## src/rtl/serial_subtractor.sv

```systemverilog
// Bit-serial unsigned subtractor: z = x - y (mod 2^WIDTH), one bit per clock,
// LSB first, built around a single full-subtractor cell and a borrow flop.
// A start/busy/done handshake sequences operands; z/borrow hold between ops.
module serial_subtractor #(
  parameter int WIDTH = 8
) (
  input  logic             clk,
  input  logic             reset,
  input  logic             start,
  input  logic [WIDTH-1:0] x,
  input  logic [WIDTH-1:0] y,
  output logic             busy,
  output logic             done,
  output logic [WIDTH-1:0] z,
  output logic             borrow
);

  localparam int CW = $clog2(WIDTH);
  localparam logic [CW-1:0] LAST = CW'(WIDTH - 1);

  typedef enum logic {
    IDLE = 1'b0,
    RUN  = 1'b1
  } state_t;

  state_t           state_q, state_d;
  logic [WIDTH-1:0] a_q, a_d;
  logic [WIDTH-1:0] b_q, b_d;
  logic [WIDTH-1:0] res_q, res_d;
  logic [WIDTH-1:0] z_q, z_d;
  logic [CW-1:0]    cnt_q, cnt_d;
  logic             bi_q, bi_d;
  logic             borrow_q, borrow_d;
  logic             done_q, done_d;

  logic             a_bit, b_bit, d_bit, bo_bit;

  // Full-subtractor cell working on the current LSBs of the operand copies.
  assign a_bit  = a_q[0];
  assign b_bit  = b_q[0];
  assign d_bit  = a_bit ^ b_bit ^ bi_q;
  assign bo_bit = (~a_bit & b_bit) | (~(a_bit ^ b_bit) & bi_q);

  // Next-state logic: operand capture in IDLE, one bit per clock in RUN.
  always_comb begin
    state_d  = state_q;
    a_d      = a_q;
    b_d      = b_q;
    res_d    = res_q;
    z_d      = z_q;
    cnt_d    = cnt_q;
    bi_d     = bi_q;
    borrow_d = borrow_q;
    done_d   = 1'b0;
    case (state_q)
      IDLE: begin
        if (start) begin
          state_d = RUN;
          a_d     = x;
          b_d     = y;
          res_d   = '0;
          bi_d    = 1'b0;
          cnt_d   = '0;
        end
      end
      RUN: begin
        a_d   = a_q >> 1;
        b_d   = b_q >> 1;
        res_d = {d_bit, res_q[WIDTH-1:1]};
        bi_d  = bo_bit;
        cnt_d = cnt_q + 1'b1;
        // Last bit: publish the completed word together with the final borrow.
        if (cnt_q == LAST) begin
          z_d      = {d_bit, res_q[WIDTH-1:1]};
          borrow_d = bo_bit;
          done_d   = 1'b1;
          cnt_d    = '0;
          state_d  = IDLE;
        end
      end
      default: state_d = IDLE;
    endcase
  end

  // State registers; reset aborts any operation and clears every register.
  always_ff @(posedge clk) begin
    if (reset) begin
      state_q  <= IDLE;
      a_q      <= '0;
      b_q      <= '0;
      res_q    <= '0;
      z_q      <= '0;
      cnt_q    <= '0;
      bi_q     <= 1'b0;
      borrow_q <= 1'b0;
      done_q   <= 1'b0;
    end else begin
      state_q  <= state_d;
      a_q      <= a_d;
      b_q      <= b_d;
      res_q    <= res_d;
      z_q      <= z_d;
      cnt_q    <= cnt_d;
      bi_q     <= bi_d;
      borrow_q <= borrow_d;
      done_q   <= done_d;
    end
  end

  assign busy   = (state_q == RUN);
  assign done   = done_q;
  assign z      = z_q;
  assign borrow = borrow_q;

endmodule

```

## config.mk

```make
export PLATFORM = sky130hd
export DESIGN_NAME = serial_subtractor
export DESIGN_NICKNAME = d
export VERILOG_FILES = /design/src/rtl/serial_subtractor.sv
export SDC_FILE = /design/constraint.sdc
export NUM_CORES = 1
export LEC_CHECK = 0
export ABC_AREA = 1
export ABC_CLOCK_PERIOD_IN_PS = 1300
export BUFFER_PORTS_ARGS = -buffer_cell sky130_fd_sc_hd__buf_2
export CAP_MARGIN = 20
export CORE_ASPECT_RATIO = 0.9
export CORE_MARGIN = 4
export CORE_UTILIZATION = 35
export DETAILED_ROUTE_END_ITERATION = 8
export PLACE_DENSITY_LB_ADDON = 0.05
export SLEW_MARGIN = 10
export SYNTH_ARGS = -nofsm -noshare
export SYNTH_HDL_FRONTEND = slang
export SYNTH_SLANG_ARGS = --single-unit
export TNS_END_PERCENT = 100
```

## constraint.sdc

```tcl
create_clock -name clk -period 1.3 [get_ports clk]
set_clock_uncertainty 0.15 [all_clocks]
set_input_delay 0.065 -clock clk [delete_from_list [all_inputs] [get_ports clk]]
set_output_delay 0.065 -clock clk [all_outputs]
set_load 0.01 [all_outputs]
```

==> out/qor.txt <==
initial antenna violation count -> 0
largest net degree at the start of global routing -> 16
Post-Synthesis Cells -> 218
die area -> 0.00580 sq mm
RD Place Congestion -> 0.714
total congestion overflow -> 0
row count -> 23
M2 GR Usage -> 22.9%
CP Cell Sequence -> inv_2 > fa_1 > nand2_1 > o21ai_1
TNS Setup -> 0 ps
Post-Syn Nets -> 241
post-synthesis cell area -> 0.00163 sq mm
Pwr Density -> 1020 mW/mm^2
outcome -> completed
# diodes -> 0
I/O pin count -> 30
core area -> 0.00446 sq mm
die width -> 79.9 microns
CTS max path bufs -> 2
first-pass GRT wire length -> 6.56 mm
M3 GR Usage -> 4.07%
Final period util -> 97.2%
area growth from synthesis to layout -> 38.1%
Placed Cells -> 312
router iterations before antenna repair -> 4
Pleak -> 1.14 nW
critical path endpoint category -> flip-flop
Rel. slew slack -> 86.2%
Post-DP HPWL -> 2.51 mm
iteration-0 DRC count of the detailed router -> 44
cell area after layout -> 0.00225 sq mm
number of nets in the layout -> 302
GRT Total Usage -> 14.7%
hold path cells -> 5
Top Usage Layer GRT -> met2
CP Launch Type -> flip-flop
CTS Sinks -> 38
vias after detailed routing -> 1,508
Distinct cells, synth -> 17
final hold violations -> 0
fraction of layout cells with a size suffix above 1 -> 25.1%
Residual DRC -> 0
Worst EP arrival -> 1340 ps
Max Clk Rate -> 792 MHz
#FFs+latches synth -> 38
peak supply drop -> 0.576 mV
Die Ht -> 72.7 microns
Clock Latency Late Sink -> 290 ps
Avg Inst Size Synth -> 7.46 sq um
Least-Margin Pin Slew -> 207 ps
HP Class -> primary input to flip-flop
Routed wire per std cell -> 11.1 microns
slowest stage cell on the critical path -> fa_1
setup slack after layout -> 36.8 ps
Worst Path Max Fanout -> 2
final wirelength -> 3.78 mm
crit path time final -> 1260 ps
Initial Util -> 36.5%
CTS tree -> done
Max Cap Violations -> 0
global routing met1 resource utilization -> 18.9%
# port buffers -> 29
Crit Path Category -> flip-flop to flip-flop
H-tree levels -> 2
clk slew on worst S/H paths -> 70 ps
Final Power -> 2.30 mW
vias in the first global route -> 1,416
root buffer cell -> clkbuf_8
Antenna Violating Nets Remaining -> 0
final setup fails -> 0
DR vias/cell -> 4.42
most frequent cells in the layout -> nand2_1 (74), nand3_1 (47), dfxtp_1 (33)
non-filler instance count after layout -> 341
RSZ-0062 raised after global routing -> yes
Seq/Total Area, Yosys -> 46.8%
Ys Warns -> 0
Num CTS Buffers -> 5
Cell Area, Placed -> 0.00190 sq mm
Max stage delay on crit path -> 500 ps
worst slack at placement -> -92.9 ps
fin. max-slew vios -> 0
number of cells on the worst reg-to-reg path -> 4
CP required -> 1370 ps
most common cell after layout, fill and taps aside -> nand2_1
[routing by layer]
metal	part of all wire, %	routed length, microns
met1	49	1840
met3	5.5	208
met5	0	0
met4	1.9	71
met2	44	1670
[power breakdown]
group | switching [mW] | internal, mW
clock | 0.390 | 0.369
sequential | 0.0224 | 1.20
combinational | 0.156 | 0.157
[worst paths after layout]
path,startpoint,end,slack (ps)
setup / recovery,bi_q,z[7],40
hold / removal,start,b_q[0],40
setup reg to reg,bi_q,z[7],40
hold reg to reg,z[6],z[6],310
[kinds of logic after synthesis]
| kind of cell | after synthesis | share of synthesized area [%] |
|---|---|---|
| and+or+nand+nor | 130 | 35.8 |
| adders and majority gates | 4 | 3.54 |
| DFF | 38 | 46.8 |
| buffers and inverters | 34 | 10.2 |
| AOI/OAI and AO/OA | 12 | 3.69 |
[registers in the layout (all words and copies together) (netlist names)]
register	cells
done	1
b_q	8
busy	1
a_q	8
borrow	1
res_q	7
bi_q	1
z	8
cnt_q	3
[area by class of cell]
type / instances / area [sq um]
clock buffers: 7 / 76.3
fillers: 465 / 2210
inverters: 21 / 81.3
multi-input cells: 146 / 738
flip-flops and latches: 38 / 767
well taps: 62 / 77.6
repair buffers: 67 / 505
[metrics by stage]
step	util, %	hold slack (ps)
floorplan	-	57.6
finish	50.4	44.6
CTS	48.4	29.6
global placement	42.7	174
detailed placement	42.7	175
global route	50.4	43.7
[repair_timing]
action                                 CTS  global route
pin swaps                                2             6
setup buffers                            0             6
gates cloned                             0             0
gates resized for setup                  6             9
hold buffers                            17             0
endpoints found under the hold margin   18             0
setup endpoints to repair               11            19
[critical path: cells and delay by family, from the launching register on]
kind	cells	cell delay (ps)
adder cells (fa/ha/maj)	1	500
flip-flops	1	340
AO/OA/AOI/OAI	1	110
AND/OR/NAND/NOR	1	70
buffers and inverters	1	40
[synth_stat cells (all sizes together)]
library cell / count / area [sq um]
nand2: 75 / 282
nand3: 47 / 235
dfxtp: 38 / 761
inv: 21 / 81.3
buf: 11 / 77.6
a21oi: 9 / 45.0
nor2: 7 / 58.8
ha: 3 / 37.5
o21ai: 3 / 15.0
clkbuf: 2 / 7.51
and3: 1 / 6.26
fa: 1 / 20.0
Power figures use the tool's default switching activity.
